File: src/rtl/pifo_calendar_sorted_if.sv
// Purpose : bundles the insert / pop / drop / status signals of the sorted
//           PIFO calendar so the enqueue agent, egress scheduler and buffer
//           manager side can be wired as one port.
// Modports: slave  - the calendar itself (takes insert/pop, drives results)
//           master - the surrounding agent (drives insert/pop, reads results)
interface pifo_calendar_sorted_if #(
  parameter int RANK_WIDTH        = 32,
  parameter int BUFFER_ADDR_WIDTH = 12,
  parameter int COUNT_WIDTH       = 5
);
  logic                         s_axis_insert_valid;
  logic                         s_axis_insert_ready;
  logic [RANK_WIDTH-1:0]        s_axis_insert_rank;
  logic [BUFFER_ADDR_WIDTH-1:0] s_axis_insert_addr;
  logic                         s_axis_pop_en;
  logic                         m_axis_pop_valid;
  logic [RANK_WIDTH-1:0]        m_axis_pop_rank;
  logic [BUFFER_ADDR_WIDTH-1:0] m_axis_buffer_addr;
  logic                         m_axis_top_valid;
  logic [RANK_WIDTH-1:0]        m_axis_top_rank;
  logic                         m_axis_drop_valid;
  logic [BUFFER_ADDR_WIDTH-1:0] m_axis_drop_addr;
  logic                         m_axis_calendar_full;
  logic                         m_axis_calendar_empty;
  logic [COUNT_WIDTH-1:0]       m_axis_calendar_count;

  modport slave (
    input  s_axis_insert_valid, s_axis_insert_rank, s_axis_insert_addr, s_axis_pop_en,
    output s_axis_insert_ready, m_axis_pop_valid, m_axis_pop_rank, m_axis_buffer_addr,
           m_axis_top_valid, m_axis_top_rank, m_axis_drop_valid, m_axis_drop_addr,
           m_axis_calendar_full, m_axis_calendar_empty, m_axis_calendar_count
  );

  modport master (
    output s_axis_insert_valid, s_axis_insert_rank, s_axis_insert_addr, s_axis_pop_en,
    input  s_axis_insert_ready, m_axis_pop_valid, m_axis_pop_rank, m_axis_buffer_addr,
           m_axis_top_valid, m_axis_top_rank, m_axis_drop_valid, m_axis_drop_addr,
           m_axis_calendar_full, m_axis_calendar_empty, m_axis_calendar_count
  );
endinterface

File: src/rtl/pifo_calendar_sorted.sv
// Purpose : sorted PIFO calendar. Keeps up to PIFO_CALENDAR_SIZE {rank, addr}
//           entries in ascending rank order (head = e[0]), FIFO among ties.
//           Supports insert, pop and insert+pop per cycle; when full either
//           backpressures (DROP_MODE 0) or evicts/rejects the worst entry
//           (DROP_MODE 1) and reports the freed address.
// Ports   : clk  - rising-edge clock
//           rst  - asynchronous reset, active high
//           bus  - pifo_calendar_sorted_if.slave (insert, pop, drop, status)
module pifo_calendar_sorted #(
  parameter int PIFO_CALENDAR_SIZE = 16,
  parameter int RANK_WIDTH         = 32,
  parameter int BUFFER_ADDR_WIDTH  = 12,
  parameter int DROP_MODE          = 0,
  parameter int COUNT_WIDTH        = $clog2(PIFO_CALENDAR_SIZE + 1)
) (
  input logic clk,
  input logic rst,
  pifo_calendar_sorted_if.slave bus
);
  localparam int SIZE = PIFO_CALENDAR_SIZE;

  logic [RANK_WIDTH-1:0]        rank_q [SIZE];
  logic [RANK_WIDTH-1:0]        rank_d [SIZE];
  logic [BUFFER_ADDR_WIDTH-1:0] addr_q [SIZE];
  logic [BUFFER_ADDR_WIDTH-1:0] addr_d [SIZE];
  logic [SIZE-1:0]              valid_q, valid_d;
  logic [COUNT_WIDTH-1:0]       count_q, count_d;
  logic                         pop_valid_q, pop_valid_d;
  logic [RANK_WIDTH-1:0]        pop_rank_q, pop_rank_d;
  logic [BUFFER_ADDR_WIDTH-1:0] pop_addr_q, pop_addr_d;
  logic                         drop_valid_q, drop_valid_d;
  logic [BUFFER_ADDR_WIDTH-1:0] drop_addr_q, drop_addr_d;

  // Array shifted one slot toward the head (up_*) and toward the tail (dn_*).
  logic [RANK_WIDTH-1:0]        up_rank [SIZE];
  logic [BUFFER_ADDR_WIDTH-1:0] up_addr [SIZE];
  logic [RANK_WIDTH-1:0]        dn_rank [SIZE];
  logic [BUFFER_ADDR_WIDTH-1:0] dn_addr [SIZE];

  for (genvar g = 0; g < SIZE; g++) begin : g_shift
    if (g < SIZE - 1) begin : g_up
      assign up_rank[g] = rank_q[g+1];
      assign up_addr[g] = addr_q[g+1];
    end else begin : g_up_last
      assign up_rank[g] = '0;
      assign up_addr[g] = '0;
    end
    if (g > 0) begin : g_dn
      assign dn_rank[g] = rank_q[g-1];
      assign dn_addr[g] = addr_q[g-1];
    end else begin : g_dn_first
      assign dn_rank[g] = '0;
      assign dn_addr[g] = '0;
    end
  end

  logic full, empty, do_pop, ready, ins, evict;
  int   p, q, cnt;

  assign full   = (count_q == COUNT_WIDTH'(SIZE));
  assign empty  = (count_q == '0);
  assign do_pop = bus.s_axis_pop_en && !empty;
  assign ready  = !rst && ((DROP_MODE != 0) || !full || do_pop);
  assign ins    = bus.s_axis_insert_valid && ready;
  // Strict compare: a tie with the tail is rejected so earlier arrivals win.
  assign evict  = bus.s_axis_insert_rank < rank_q[SIZE-1];
  assign cnt    = int'(count_q);

  // Count of valid entries with rank <= new rank places ties behind equals.
  always_comb begin
    p = 0;
    for (int i = 0; i < SIZE; i++)
      if (valid_q[i] && (rank_q[i] <= bus.s_axis_insert_rank)) p = p + 1;
    q = (p > 0) ? p - 1 : 0;
  end

  always_comb begin
    rank_d       = rank_q;
    addr_d       = addr_q;
    valid_d      = valid_q;
    count_d      = count_q;
    pop_valid_d  = do_pop;
    pop_rank_d   = pop_rank_q;
    pop_addr_d   = pop_addr_q;
    drop_valid_d = 1'b0;
    drop_addr_d  = drop_addr_q;
    if (do_pop) begin
      pop_rank_d = rank_q[0];
      pop_addr_d = addr_q[0];
    end
    if (ins && do_pop) begin
      // Head leaves, new entry lands at p-1 of the up-shifted array.
      for (int i = 0; i < SIZE; i++) begin
        if (i < q) begin
          rank_d[i] = up_rank[i];
          addr_d[i] = up_addr[i];
        end else if (i == q) begin
          rank_d[i] = bus.s_axis_insert_rank;
          addr_d[i] = bus.s_axis_insert_addr;
        end
      end
    end else if (ins && (!full || evict)) begin
      for (int i = 0; i < SIZE; i++) begin
        if (i == p) begin
          rank_d[i] = bus.s_axis_insert_rank;
          addr_d[i] = bus.s_axis_insert_addr;
        end else if (i > p) begin
          rank_d[i] = dn_rank[i];
          addr_d[i] = dn_addr[i];
        end
      end
      if (full) begin
        // Tail falls off the end of the down-shift.
        drop_valid_d = 1'b1;
        drop_addr_d  = addr_q[SIZE-1];
      end else begin
        for (int i = 0; i < SIZE; i++) valid_d[i] = (i <= cnt);
        count_d = count_q + COUNT_WIDTH'(1);
      end
    end else if (ins) begin
      drop_valid_d = 1'b1;
      drop_addr_d  = bus.s_axis_insert_addr;
    end else if (do_pop) begin
      for (int i = 0; i < SIZE; i++) begin
        rank_d[i]  = up_rank[i];
        addr_d[i]  = up_addr[i];
        valid_d[i] = (i < cnt - 1);
      end
      count_d = count_q - COUNT_WIDTH'(1);
    end
  end

  always_ff @(posedge clk or posedge rst) begin
    if (rst) begin
      for (int i = 0; i < SIZE; i++) begin
        rank_q[i] <= '0;
        addr_q[i] <= '0;
      end
      valid_q      <= '0;
      count_q      <= '0;
      pop_valid_q  <= 1'b0;
      pop_rank_q   <= '0;
      pop_addr_q   <= '0;
      drop_valid_q <= 1'b0;
      drop_addr_q  <= '0;
    end else begin
      rank_q       <= rank_d;
      addr_q       <= addr_d;
      valid_q      <= valid_d;
      count_q      <= count_d;
      pop_valid_q  <= pop_valid_d;
      pop_rank_q   <= pop_rank_d;
      pop_addr_q   <= pop_addr_d;
      drop_valid_q <= drop_valid_d;
      drop_addr_q  <= drop_addr_d;
    end
  end

  assign bus.s_axis_insert_ready   = ready;
  assign bus.m_axis_pop_valid      = pop_valid_q;
  assign bus.m_axis_pop_rank       = pop_rank_q;
  assign bus.m_axis_buffer_addr    = pop_addr_q;
  assign bus.m_axis_top_valid      = valid_q[0];
  assign bus.m_axis_top_rank       = valid_q[0] ? rank_q[0] : '0;
  assign bus.m_axis_drop_valid     = drop_valid_q;
  assign bus.m_axis_drop_addr      = drop_addr_q;
  assign bus.m_axis_calendar_full  = full;
  assign bus.m_axis_calendar_empty = empty;
  assign bus.m_axis_calendar_count = count_q;
endmodule

File: src/flat_wrapper.sv
// flat-port wrapper written by rule: the top's interface ports become plain ports
module pifo_calendar_sorted_flat 
#(
  parameter int PIFO_CALENDAR_SIZE = 16,
  parameter int RANK_WIDTH         = 32,
  parameter int BUFFER_ADDR_WIDTH  = 12,
  parameter int DROP_MODE          = 0,
  parameter int COUNT_WIDTH        = $clog2(PIFO_CALENDAR_SIZE + 1)
)
  (clk, rst, bus_s_axis_insert_valid, bus_s_axis_insert_rank, bus_s_axis_insert_addr, bus_s_axis_pop_en, bus_s_axis_insert_ready, bus_m_axis_pop_valid, bus_m_axis_pop_rank, bus_m_axis_buffer_addr, bus_m_axis_top_valid, bus_m_axis_top_rank, bus_m_axis_drop_valid, bus_m_axis_drop_addr, bus_m_axis_calendar_full, bus_m_axis_calendar_empty, bus_m_axis_calendar_count);
  pifo_calendar_sorted_if #(.RANK_WIDTH(RANK_WIDTH), .BUFFER_ADDR_WIDTH(BUFFER_ADDR_WIDTH), .COUNT_WIDTH(COUNT_WIDTH)) bus_i ();
  input logic clk;
  input logic rst;
  input wire logic [$bits(bus_i.s_axis_insert_valid)-1:0] bus_s_axis_insert_valid;
  input wire logic [$bits(bus_i.s_axis_insert_rank)-1:0] bus_s_axis_insert_rank;
  input wire logic [$bits(bus_i.s_axis_insert_addr)-1:0] bus_s_axis_insert_addr;
  input wire logic [$bits(bus_i.s_axis_pop_en)-1:0] bus_s_axis_pop_en;
  output wire logic [$bits(bus_i.s_axis_insert_ready)-1:0] bus_s_axis_insert_ready;
  output wire logic [$bits(bus_i.m_axis_pop_valid)-1:0] bus_m_axis_pop_valid;
  output wire logic [$bits(bus_i.m_axis_pop_rank)-1:0] bus_m_axis_pop_rank;
  output wire logic [$bits(bus_i.m_axis_buffer_addr)-1:0] bus_m_axis_buffer_addr;
  output wire logic [$bits(bus_i.m_axis_top_valid)-1:0] bus_m_axis_top_valid;
  output wire logic [$bits(bus_i.m_axis_top_rank)-1:0] bus_m_axis_top_rank;
  output wire logic [$bits(bus_i.m_axis_drop_valid)-1:0] bus_m_axis_drop_valid;
  output wire logic [$bits(bus_i.m_axis_drop_addr)-1:0] bus_m_axis_drop_addr;
  output wire logic [$bits(bus_i.m_axis_calendar_full)-1:0] bus_m_axis_calendar_full;
  output wire logic [$bits(bus_i.m_axis_calendar_empty)-1:0] bus_m_axis_calendar_empty;
  output wire logic [$bits(bus_i.m_axis_calendar_count)-1:0] bus_m_axis_calendar_count;
  assign bus_i.s_axis_insert_valid = bus_s_axis_insert_valid;
  assign bus_i.s_axis_insert_rank = bus_s_axis_insert_rank;
  assign bus_i.s_axis_insert_addr = bus_s_axis_insert_addr;
  assign bus_i.s_axis_pop_en = bus_s_axis_pop_en;
  assign bus_s_axis_insert_ready = bus_i.s_axis_insert_ready;
  assign bus_m_axis_pop_valid = bus_i.m_axis_pop_valid;
  assign bus_m_axis_pop_rank = bus_i.m_axis_pop_rank;
  assign bus_m_axis_buffer_addr = bus_i.m_axis_buffer_addr;
  assign bus_m_axis_top_valid = bus_i.m_axis_top_valid;
  assign bus_m_axis_top_rank = bus_i.m_axis_top_rank;
  assign bus_m_axis_drop_valid = bus_i.m_axis_drop_valid;
  assign bus_m_axis_drop_addr = bus_i.m_axis_drop_addr;
  assign bus_m_axis_calendar_full = bus_i.m_axis_calendar_full;
  assign bus_m_axis_calendar_empty = bus_i.m_axis_calendar_empty;
  assign bus_m_axis_calendar_count = bus_i.m_axis_calendar_count;
  pifo_calendar_sorted #(.PIFO_CALENDAR_SIZE(PIFO_CALENDAR_SIZE), .RANK_WIDTH(RANK_WIDTH), .BUFFER_ADDR_WIDTH(BUFFER_ADDR_WIDTH), .DROP_MODE(DROP_MODE), .COUNT_WIDTH(COUNT_WIDTH)) u_core (.clk(clk), .rst(rst), .bus(bus_i));
endmodule
File: config.mk
export PLATFORM = sky130hd
export DESIGN_NAME = pifo_calendar_sorted_flat
export DESIGN_NICKNAME = d
export VERILOG_FILES = /design/src/rtl/pifo_calendar_sorted_if.sv /design/src/rtl/pifo_calendar_sorted.sv /design/src/flat_wrapper.sv
export SDC_FILE = /design/constraint.sdc
export NUM_CORES = 2
export LEC_CHECK = 0
export ABC_AREA = 1
export CAP_MARGIN = 25
export CORE_MARGIN = 8
export CORE_UTILIZATION = 40
export DETAILED_ROUTE_END_ITERATION = 6
export MAX_ROUTING_LAYER = met4
export PLACE_DENSITY_LB_ADDON = 0.08
export SYNTH_ARGS = -nofsm -noshare
export SYNTH_HDL_FRONTEND = slang
export SYNTH_SLANG_ARGS = --single-unit
File: constraint.sdc
create_clock -name clk -period 44.9 [get_ports clk]
set_input_delay 11.225 -clock clk [delete_from_list [all_inputs] [get_ports clk]]
set_output_delay 11.225 -clock clk [all_outputs]
set_load 0.005 [all_outputs]
==> run_results.csv <==
group,metric,value,unit
sta,tightestPinTransition,1250,ps
clock_tree,ctsResizeCount,0,
drt,drt-total-wl,339000,um
floorplan,die_w,443,um
critical_path,cp_slowest_cell,"clkdlybuf4s50_1",
drt,wl_per_cell,24.8,um
sta,finalCriticalPeriod,26980,ps
grt,antenna_found_initial,11,
drt,vias,81919,
synthesis,synth_edf_count,0,
floorplan,ioPinCount,147,
clock_tree,cts_tree,"yes",
floorplan,rows,157,
sta,timing.hold.ws,374,ps
critical_path,endpoint_kind,"register",
critical_path,cp_top_family,"adder cells",
finish,nFillCells,19251,
drt,viasPerCell,5.99,
grt,grt_pass1_vias,79197,
sta,finalCritPeriodShare,0.601,
sta,relSlewSlack,0.165,
synthesis,yosys.area.top_type,"dfrtp_1",
finish,area_growth,9.48,%
sta,rsz0062_at_grt,"no",
synthesis,async_flop_share,1.00,
grt,grt_max_degree,133,
synthesis,netlist_top_cells_count,"nand2_1 (2434), nor2_1 (1695), nand3_1 (1154), inv_1 (1024), a21oi_1 (942)",
place,place_area,76300,um2
drt,drcViolationCount,4,
hold_path,min_path_type,"register to register",
critical_path,cp.arrival,27590,ps
drt,dr.pass1.iters,7,
clock_tree,htree_levels,3,
synthesis,ys.flop_type,"dfrtp_1",
run,maxCapViolCount,0,
sta,slew_violations,0,
clock_tree,numCtsBuffers,107,
grt,grt_pass1_wl,507000,um
floorplan,fp.coreArea,182000,um2
finish,final_area,80000,um2
place,gp_congestion,0.948,
finish,regArea,19600,um2
synthesis,ys_seq_elements,783,
synthesis,synth.distinct_cells,67,
floorplan,chipHeight,443,um
drt,postRouteAntennaNets,0,
synthesis,seq_area_frac_synth,0.268,
synthesis,synth_warnings,0,
critical_path,cp.required,45510,ps
sta,hold_viol,0,
synthesis,yosysMostFrequentCell,"nand2_1",
place,dp_hpwl,228000,um
critical_path,path_common_cell,"nand2_1",
sta,tns,0,ps
finish,num-nets-final,11794,
synthesis,synth_top_area_frac,0.268,
place,place_inst,13475,
grt,grt_util_all_layers,0.339,
synthesis,syn_area,73000,um2
synthesis,synth_area_leaders,"dfrtp_1 (27%), nand2_1 (13%), ha_1 (9.3%)",
finish,drive_gt1_frac,0.0546,
sta,fin_skew,41.7,ps
clock_tree,clkTransAtPathRegs,60,ps
critical_path,startpoint_type,"input pin",
critical_path,crit_fanout,68,
drt,drtIter0Drc,8431,
clock_tree,cts_sinks,783,
sta,max_freq,37.1,MHz
clock_tree,root_buffer,"clkbuf_16",
grt,overflow,0,
finish,multiInputGateArea,46200,um2
critical_path,path_buf_inv,13,
status,outcome,"complete, but fails checks",
synthesis,syn_avg_cell_area,6.33,um2
clock_tree,postCtsHoldBufs,0,
place,portBuffers,146,
sta,setup_viol,0,
clock_tree,cts_buffer_depth,3,
status,violations,"design-rule violations",
critical_path,crit_type,"input pin to register",
synthesis,synth_fp_nets,12130,
clock_tree,post-cts-setup-buffer-count,0,
clock_tree,clk_latency,780,ps
critical_path,slowest_delay,1110,ps
floorplan,die_area,197000,um2
synthesis,synth_cells,11538,
finish,instances_no_fill,13677,
floorplan,initial_core_util,0.401,
## flip-flops by register name (all words and copies together) (netlist names), 5 cells and up
register,flops
u_core.bus.m_axis_drop_addr,12
u_core.dn_rank,480
u_core.rank_q,32
u_core.addr_q,192
u_core.bus.m_axis_pop_rank,32
u_core.valid_q,16
u_core.bus.m_axis_buffer_addr,12
u_core.bus.m_axis_calendar_count,5
## per-stage QoR
step	worst slack, ps	util
floorplan	5790	-
global placement	16960	0.418
detailed placement	17580	0.419
CTS	18320	0.438
global route	17010	0.439
finish	17920	0.439
## layout by cell type (no fill, tap or decap), types with 81 or more instances in the layout
cell type,synthesis,final
o211ai_1,181,181
a21oi_1,942,938
ha_1,543,542
o22ai_1,228,228
inv_1,1024,1021
nand3b_1,180,180
clkbuf_16,0,108
nor2_1,1695,1688
o21ai_1,81,81
nand3_1,1154,1150
nand2_1,2434,2425
dfrtp_1,783,782
o21a_1,100,100
o21ai_0,814,813
clkdlybuf4s50_1,0,145
buf_4,15,238
## final timing paths
kind	from	cells past startpoint	endpoint	slack, ps
min in group asynchronous	rst	2	u_core.dn_rank[24]	10910
max reg2reg	u_core.dn_rank[421]	70	u_core.dn_rank[454]	29370
min reg2reg	u_core.bus.m_axis_drop_addr[5]	0	u_core.bus.m_axis_drop_addr[5]	370
min	u_core.bus.m_axis_drop_addr[5]	0	u_core.bus.m_axis_drop_addr[5]	370
max in group asynchronous	rst	5	u_core.bus.m_axis_buffer_addr[9]	31190
max	bus_s_axis_insert_rank[31]	75	u_core.dn_rank[454]	17920
## final cells by class
cell class / count / share of cell area
tap: 2385 / 0.0373
timing repair buffer: 399 / 0.0433
clock buffer: 162 / 0.0397
inverter: 1086 / 0.0513
sequential: 783 / 0.245
clock inverter: 27 / 0.00452
multi-input combinational: 8825 / 0.578
antenna: 10 / 0.000313
## layer usage
metal / vias to the layer above / global-route usage / wire (um)
li1: 37783 / - / -
met1: 39209 / 0.403 / 135000
met2: 3824 / 0.534 / 153000
met3: 1103 / 0.0526 / 24700
met4: 0 / 0.218 / 26700
met5: - / - / 0
## logic make-up (layout without fill, tap and decap cells)
| group | count (synthesis) | after routing | synth area share |
|---|---|---|---|
| buffers and inverters | 1930 | 1674 | 0.103 |
| xor gates and xnor gates | 5 | 5 | 0.000600 |
| adders and majority gates | 544 | 544 | 0.0933 |
| AOI/OAI and AO/OA | 2576 | 2576 | 0.201 |
| other | 2 | 12 | 0.000103 |
| DFF | 783 | 783 | 0.268 |
| and+or+nand+nor | 5698 | 5698 | 0.334 |
Power is not shown: default switching activity piles up to over one toggle a cycle in this logic, so the estimate is an artifact.
